[src/rtl/router_read_agent.sv]
// router_read_agent
//
// Destination-side read agent for one router output FIFO. Once vld_out has
// been high for RD_DELAY cycles it drains one packet (header, L payload
// bytes, parity). Payload bytes are forwarded to the client, and parity and
// address are checked when the packet ends.
//
// Ports:
//   clk, reset        rising-edge clock, asynchronous active-high reset
//   vld_out           FIFO non-empty
//   data_out[7:0]     FIFO read data, valid the cycle after read_enb
//   soft_reset        synchroniser timeout flush; abandons the current packet
//   read_enb          FIFO read request (combinational)
//   byte_data[7:0]    payload byte to the client
//   byte_valid        byte_data valid this cycle
//   pkt_done          one-cycle pulse at packet completion
//   pkt_len[5:0]      payload length of the latest header
//   parity_err        parity check result, valid with pkt_done
//   addr_err          header address != PORT_ID, valid with pkt_done
//   abort             one-cycle pulse when a packet is abandoned
module router_read_agent #(
    parameter int         RD_DELAY = 4,
    parameter logic [1:0] PORT_ID  = 2'd0
) (
    input  logic       clk,
    input  logic       reset,
    input  logic       vld_out,
    input  logic [7:0] data_out,
    input  logic       soft_reset,
    output logic       read_enb,
    output logic [7:0] byte_data,
    output logic       byte_valid,
    output logic       pkt_done,
    output logic [5:0] pkt_len,
    output logic       parity_err,
    output logic       addr_err,
    output logic       abort
);

    typedef enum logic [2:0] {
        IDLE,
        DELAY,
        HDR_RD,
        HDR_WAIT,
        BODY,
        CHECK
    } state_t;

    // The IDLE cycle in which vld_out is first seen counts as the first
    // cycle of the delay. A delay of 0 or 1 therefore skips DELAY entirely,
    // and larger delays leave DELAY when the incremented count reaches
    // RD_DELAY-1.
    localparam bit       SKIP_DELAY = (RD_DELAY <= 1);
    localparam logic [4:0] DLY_LAST = 5'(RD_DELAY - 1);

    state_t      state_q, state_d;
    logic [4:0]  dly_cnt_q, dly_cnt_d;
    logic [6:0]  rd_rem_q, rd_rem_d;
    logic [6:0]  rx_rem_q, rx_rem_d;
    logic        rd_q, rd_d;
    logic [7:0]  parity_q, parity_d;
    logic [1:0]  addr_q, addr_d;
    logic [7:0]  byte_data_q, byte_data_d;
    logic        byte_valid_q, byte_valid_d;
    logic        pkt_done_q, pkt_done_d;
    logic [5:0]  pkt_len_q, pkt_len_d;
    logic        parity_err_q, parity_err_d;
    logic        addr_err_q, addr_err_d;
    logic        abort_q, abort_d;

    logic        abort_now;
    logic        rx_last;
    logic [4:0]  dly_inc;

    // soft_reset only abandons a packet that is actually in progress.
    assign abort_now = soft_reset && (state_q != IDLE) && (state_q != CHECK);
    // The final byte received is the parity byte.
    assign rx_last   = (state_q == BODY) && rd_q && (rx_rem_q == 7'd1);
    assign dly_inc   = dly_cnt_q + 5'd1;

    always_ff @(posedge clk or posedge reset) begin
        if (reset) begin
            state_q      <= IDLE;
            dly_cnt_q    <= '0;
            rd_rem_q     <= '0;
            rx_rem_q     <= '0;
            rd_q         <= 1'b0;
            parity_q     <= '0;
            addr_q       <= '0;
            byte_data_q  <= '0;
            byte_valid_q <= 1'b0;
            pkt_done_q   <= 1'b0;
            pkt_len_q    <= '0;
            parity_err_q <= 1'b0;
            addr_err_q   <= 1'b0;
            abort_q      <= 1'b0;
        end else begin
            state_q      <= state_d;
            dly_cnt_q    <= dly_cnt_d;
            rd_rem_q     <= rd_rem_d;
            rx_rem_q     <= rx_rem_d;
            rd_q         <= rd_d;
            parity_q     <= parity_d;
            addr_q       <= addr_d;
            byte_data_q  <= byte_data_d;
            byte_valid_q <= byte_valid_d;
            pkt_done_q   <= pkt_done_d;
            pkt_len_q    <= pkt_len_d;
            parity_err_q <= parity_err_d;
            addr_err_q   <= addr_err_d;
            abort_q      <= abort_d;
        end
    end

    always_comb begin
        state_d = state_q;
        if (abort_now) begin
            state_d = IDLE;
        end else begin
            case (state_q)
                IDLE:     if (vld_out) state_d = SKIP_DELAY ? HDR_RD : DELAY;
                DELAY: begin
                    if (!vld_out)                 state_d = IDLE;
                    else if (dly_inc == DLY_LAST) state_d = HDR_RD;
                end
                HDR_RD:   if (read_enb) state_d = HDR_WAIT;
                HDR_WAIT: state_d = BODY;
                BODY:     if (rx_last) state_d = CHECK;
                CHECK:    state_d = IDLE;
                default:  state_d = IDLE;
            endcase
        end
    end

    // read_enb depends only on state and vld_out. In BODY it also stops once
    // all L+1 body reads have been issued, even while the last bytes are
    // still in flight.
    always_comb begin
        read_enb = 1'b0;
        case (state_q)
            HDR_RD:  read_enb = vld_out;
            BODY:    read_enb = vld_out && (rd_rem_q != 7'd0);
            default: read_enb = 1'b0;
        endcase
    end

    // Datapath: counters, running parity, and the registered client/status
    // outputs. Status fields hold their value between packets.
    always_comb begin
        dly_cnt_d    = dly_cnt_q;
        rd_rem_d     = rd_rem_q;
        rx_rem_d     = rx_rem_q;
        rd_d         = read_enb;
        parity_d     = parity_q;
        addr_d       = addr_q;
        byte_data_d  = byte_data_q;
        byte_valid_d = 1'b0;
        pkt_done_d   = 1'b0;
        pkt_len_d    = pkt_len_q;
        parity_err_d = parity_err_q;
        addr_err_d   = addr_err_q;
        abort_d      = 1'b0;

        if (abort_now) begin
            dly_cnt_d = '0;
            rd_rem_d  = '0;
            rx_rem_d  = '0;
            rd_d      = 1'b0;
            abort_d   = 1'b1;
        end else begin
            case (state_q)
                IDLE:  dly_cnt_d = '0;
                DELAY: dly_cnt_d = dly_inc;
                HDR_WAIT: begin
                    pkt_len_d    = data_out[7:2];
                    addr_d       = data_out[1:0];
                    parity_d     = data_out;
                    rd_rem_d     = {1'b0, data_out[7:2]} + 7'd1;
                    rx_rem_d     = {1'b0, data_out[7:2]} + 7'd1;
                    parity_err_d = 1'b0;
                    addr_err_d   = 1'b0;
                end
                BODY: begin
                    if (read_enb) rd_rem_d = rd_rem_q - 7'd1;
                    if (rd_q) begin
                        rx_rem_d = rx_rem_q - 7'd1;
                        parity_d = parity_q ^ data_out;
                        if (rx_last) begin
                            parity_err_d = ((parity_q ^ data_out) != 8'd0);
                            addr_err_d   = (addr_q != PORT_ID);
                            pkt_done_d   = 1'b1;
                        end else begin
                            byte_data_d  = data_out;
                            byte_valid_d = 1'b1;
                        end
                    end
                end
                default: ;
            endcase
        end
    end

    assign byte_data  = byte_data_q;
    assign byte_valid = byte_valid_q;
    assign pkt_done   = pkt_done_q;
    assign pkt_len    = pkt_len_q;
    assign parity_err = parity_err_q;
    assign addr_err   = addr_err_q;
    assign abort      = abort_q;

endmodule
[config.mk]
export PLATFORM = sky130hd
export DESIGN_NAME = router_read_agent
export DESIGN_NICKNAME = d
export VERILOG_FILES = /design/src/rtl/router_read_agent.sv
export SDC_FILE = /design/constraint.sdc
export NUM_CORES = 1
export LEC_CHECK = 0
export CAP_MARGIN = 20
export CORE_MARGIN = 1
export CORE_UTILIZATION = 45
export DETAILED_ROUTE_END_ITERATION = 16
export GPL_TIMING_DRIVEN = 1
export PLACE_DENSITY_LB_ADDON = 0.12
export SYNTH_ARGS = -nofsm -noshare
export SYNTH_HDL_FRONTEND = slang
export SYNTH_SLANG_ARGS = --single-unit
[constraint.sdc]
create_clock -name clk -period 2.1 [get_ports clk]
set_input_delay 0.21 -clock clk [delete_from_list [all_inputs] [get_ports clk]]
set_output_delay 0.21 -clock clk [all_outputs]
set_load 0.05 [all_outputs]
## Word level (Yosys, flattened, before mapping)

Index checks and enable logic that the tools add are counted.
Widths: inputs -> output; s select.

| word-level totals | value |
|---|---|
| register bits after elaboration | 52 |
| latch bits | 0 |
| memory bits (writable) | 0 |
| bits in read-only memories | 0 |
| output and inout port bits | 20 |
| word-level logic and storage cells | 90 |
| memories | 0 |

| operators by class | value |
|---|---|
| add/sub/neg operators | 4 |
| multipliers | 0 |
| divide/modulo/power cells | 0 |
| magnitude comparators | 0 |
| equality and inequality tests | 15 |
| shift-type cells | 0 |
| mux-type cells | 34 |
| bitwise logic cells | 3 |
| reduce and logical (&&, ||, !) cells | 20 |

Operator list:

| operator | count |
|---|---|
| $mux 7 | 4 |
| $pmux 7 s2 | 2 |
| $mux 3 | 6 |
| $ne 3x3->1 const B | 6 |
| $pmux 8 s2 | 1 |
| $pmux 3 s5 | 1 |
| $mux 1 | 14 |
| $sub 7x1->7 const B | 2 |
| $reduce_and 4->1 | 3 |
| $pmux 5 s2 | 1 |
| $reduce_bool 3->1 | 3 |
| $mux 8 | 1 |
| $reduce_bool 8->1 | 1 |
| $xor 8x8->8 | 1 |
| $add 6x1->7 const B | 1 |
| $eq 7x1->1 const B | 1 |
| $reduce_bool 7->1 | 1 |
| $eq 3x2->1 const B | 2 |
| $pmux 1 s2 | 3 |
| $reduce_and 2->1 | 3 |
| $add 5x1->5 const B | 1 |
| $eq 5x2->1 const B | 1 |
| $logic_and 1x1->1 | 5 |
| $mux 5 | 1 |
| other kinds (8) | 11 |

## Logic depth before layout (Yosys ltp)

| logic depth | value |
|---|---|
| depth in word-level cells | 7 |
| mapped depth | 8 |
| gate-level depth less buffers | 7 |

## Least setup slack after synthesis

No wires, ideal clock.

| path | value |
|---|---|
| path type | register to register |
| start point | reg rd_rem_q[0] |
| end point | reg rd_q |
| setup time | 77 ps |
| arrival | 2521 ps |
| path slack | -498 ps |
| cell stages (with the launch flop) | 8 |
| cell sequence | dfrtp_1 inv_1 ha_1 or4b_1 o21ai_1 mux2_2 nor3b_1 nor2b_1 |

| between the ends | value |
|---|---|
| cells in the longest elaborated chain, start to end | 4 |

RTL lines:

| what | RTL line | source |
|---|---|---|
| start, declared | 58 | `logic [6:0] rd_rem_q, rd_rem_d;` |
| start signal, assigned | 100 | `rd_rem_q <= rd_rem_d;` |
| $reduce_bool 7->1 | 142 | `BODY: read_enb = vld_out && (rd_rem_q != 7'd0);` |
| $logic_and 1x1->1 | 142 |  |
| $pmux 1 s2 | 140 | `case (state_q)` |
| via read_enb | 30 | `output logic read_enb,` |
| $mux 1 | 164 | `if (abort_now) begin` |
| via rd_d | 60 | `logic rd_q, rd_d;` |
| end signal, assigned | 102 | `rd_q <= rd_d;` |
| end, declared | 60 |  |

The timed path passes the listed nets, and every way through them passes these cells.
A chain may end at the register's enable or synchronous reset.

## Final worst setup path

| path | value |
|---|---|
| start point | reg rd_rem_q[1] |
| end point | out read_enb |

| between the ends | value |
|---|---|
| cells in the longest elaborated chain, start to end | 3 |

RTL lines:

| what | RTL line |
|---|---|
| $reduce_bool 7->1 | 142 |
| $logic_and 1x1->1 | 142 |
| $pmux 1 s2 | 140 |
| end, declared | 30 |

No other way between the ends.

==> metrics.md <==
| Metric | Value |
|---|---|
| Initial antenna violation count | `0` |
| Predominant post-synthesis flop cell | `dfrtp_1` |
| Final ANT Viol Nets | `0` |
| Max-Cap Viols | `0` |
| Clock H-tree levels | `2` |
| Worst Tran Pin Value | `0.5075 ns` |
| Violations in the final reports | `negative setup slack` |
| Vias in the first global route | `around 2300` |
| Clk slew on worst S/H paths | `around 0.10 ns` |
| CP Data Arrival Time | `roughly 1.9 ns` |
| Number of remaining DRC errors | `0` |
| Hold/Removal Path Class | `input pin to async pin` |
| Die Width | `approximately 82 um` |
| CP endpoint kind | `primary output` |
| CTS max path bufs | `2` |
| Worst slew margin | `66.06%` |
| Reg2Reg Launch Point | `rd_rem_q[1]$_DFFE_PP0P_` |
| Synthesized instance count | `309` |
| R2R depth | `8` |
| Clock latency on the worst-skew pair | `approximately 0.31 ns` |
| Nets | `375` |
| P_leak | `around 1.6 nW` |
| Period utilisation layout | `102.2%` |
| Area Overhead vs Synth | `24.77%` |
| Non-Filler Instances | `432` |
| PD cells | `approximately 1000 nW/um2` |
| Fillers | `552` |
| Placed Cells | `roughly 420` |
| Total Power | `0.003654 W` |
| Share of cells above drive strength 1 | `18.21%` |
| Pin count of the biggest net entering global routing | `53` |
| Register area share after synthesis | `between 40% and 50%` |
| Fmax | `466.2 MHz` |
| Yosys top cell by area | `dfrtp_1` |
| 1st-pass router iterations | `4` |
| Status | `finished with violations` |
| Die H | `82.47 um` |
| Setup ws final | `-0.04523 ns` |
| Number of diodes | `0` |
| Vias/cell | `5.634` |
| Post-synth top area share | `44.65%` |
| Starting DRT DRC Count | `92` |
| Top cells by area, synth | `dfrtp_1 (45%), o21ai_1 (5.3%), mux2_2 (3.5%)` |
| DRT Wirelength | `6873 um` |
| RSZ-0062 raised after global routing | `true` |
| Worst Setup Start Kind | `flip-flop` |
| Post-synth EDFFs | `0` |
| Crit path from | `rd_rem_q[1]$_DFFE_PP0P_` |
| All-Layer GR Usage | `21.99%` |
| Syn. warnings | `0` |
| Hold slack final | `0.2595 ns` |
| I/O pin count | `32` |
| Final Critical Period | `2.145 ns` |
| Synth Cell Area | `2914 um2` |
| Final slew viol count | `0` |
| Peak VDD IR | `between 500 and 600 uV` |
| Final GP Congestion | `~0.84` |
| Dpl hpwl | `between 4000 and 5000 um` |
| Post-synth ARST share | `between 90% and 100%` |
| TritonCTS buffer count | `5` |
| Detailed-route via count | `between 2000 and 2500` |
| Root Driver | `clkbuf_8` |
| Clk_skew | `between 0.007 and 0.008 ns` |
| First-pass GRT wire length | `11130 um` |
| Final hold vios | `0` |
| Site Rows | `28` |
| Final setup fails | `1` |
| Overflow after GRT | `0` |
| Critical Setup Path Class | `flip-flop to primary output` |
| Avg Synthesized Cell Area | `approximately 9.4 um2` |
| WL/cell | `15.91 um` |
| WP data required | `1.89 ns` |
| Core Area | `6096 um2` |
| Dpl ws | `0.07972 ns` |
| Worst-path maximum fanout | `3` |
| Initial core utilization | `47.80%` |
| FF+latch count, synth | `52` |
| Die area | `6801 um2` |
| CTS tree | `yes` |
| Synthesized net count | `between 300 and 400` |
| IO Port Bufs | `31` |
| Post-synth cell types | `50` |
| Final core occ | `59.65%` |
| Clk sinks | `52` |
[power by group]
| group | internal, W | switching (W) |
|---|---|---|
| Combinational | 0.000696 | 0.000883 |
| Sequential | 0.00123 | 0.000219 |
| Clock | 0.000271 | 0.000351 |
[flip-flops by register name (all words and copies together) (netlist names)]
register / count
byte_valid: 1
pkt_len: 6
addr_err: 1
rd_rem_q: 7
abort: 1
state_q: 3
parity_q: 8
dly_cnt_q: 5
byte_data: 8
rd_q: 1
parity_err: 1
rx_rem_q: 7
pkt_done: 1
addr_q: 2
[cell type report]
class                      instances  area [um2]  share of cell area [%]
sequential                        52        1303                   35.82
tap                               75       93.84                   2.581
clock buffer                       6       82.58                   2.271
clock inverter                     2       13.76                  0.3785
multi-input combinational        226        1541                   42.40
timing repair buffer              56       545.5                   15.00
inverter                          15       56.30                   1.549
[logic make-up (layout without fill, tap and decap cells)]
kind of cell	after synthesis	count (layout)	share of synthesized area (%)
buf+inv	31	79	4.422
xor+xnor	13	13	3.907
mux	18	18	6.913
simple gates	100	100	18.21
fa+ha+maj	7	7	3.005
flops	52	52	44.65
compound gates	88	88	18.89
[path summary, 6_finish.rpt]
path | slack [ns] | end
setup / recovery | -0.05 | read_enb
hold / removal | 0.26 | byte_data[5]$_DFFE_PP0P_
setup reg to reg | 0.06 | rd_rem_q[6]$_DFFE_PP0P_
max in group asynchronous | 1.59 | state_q[1]$_DFFE_PP0P_
hold reg to reg | 0.48 | rd_rem_q[5]$_DFFE_PP0P_
min in group clk | 0.48 | rd_rem_q[5]$_DFFE_PP0P_
[metal layers]
layer	up-vias	GRT usage (%)	wire length (um)
met4	0	6.140	46
met2	52	34.88	3214
met5	-	0	0
met1	1184	30.51	3345
met3	6	4.176	266
li1	1192	-	-
[synth_stat cells, types with 3 or more instances]
cell and count:
nor2_1 27, o21ai_1 31, ha_1 7, dfrtp_1 52, a21o_1 10, buf_2 4
mux2_2 9, and3_1 4, a21oi_1 13, xor2_1 3, nand3_1 5, inv_1 15
nor3_1 8, nand4_1 4, a22o_1 5, clkbuf_1 10, nand2_1 23, a31oi_1 7
mux2_1 8, o21ai_0 9, xnor2_1 10, nor3b_1 9
[through the flow]
| step | TNS (ns) | cell area (um2) |
|---|---|---|
| after floorplan | 0 | 2919 |
| after CTS | -0.008816 | 3578 |
| after detailed placement | 0 | 3433 |
| after global placement | 0 | 3433 |
| after global routing | -0.5258 | 3636 |
| final | -0.04523 | 3636 |
[cells in the final DEF, fill, tap and decap left out, types with 4 or more instances in the layout]
cell             count
dfrtp_1             51
clkdlybuf4s50_1     30
o21ai_1             29
nor2_1              27
nand2_1             23
buf_4               22
a21oi_1             13
inv_1               12
xnor2_1             10
a21o_1              10
o21ai_0              9
mux2_1               8
mux2_2               8
nor3b_1              8
nor3_1               8
a31oi_1              7
ha_1                 6
clkbuf_8             6
a22o_1               5
nand3_1              5
nand4_1              4
buf_12               4
[repair_timing]
action / CTS / global route
endpoints found under the setup margin: 1 / 9
pin swaps: 0 / 3
hold buffers: 0 / 0
hold endpoints to repair: 0 / 0
resized for setup: 7 / 6
setup buffers: 4 / 3
gates cloned: 0 / 0
[worst max-delay path: stages (launching register included)]
cell and delay, ns:
dfrtp_1 0.41, inv_2 0.10, ha_4 0.13, or4b_4 0.46
o21ai_2 0.15, mux2_4 0.17, nor3b_4 0.05, buf_12 0.14
(Power assumes the default switching activity.)
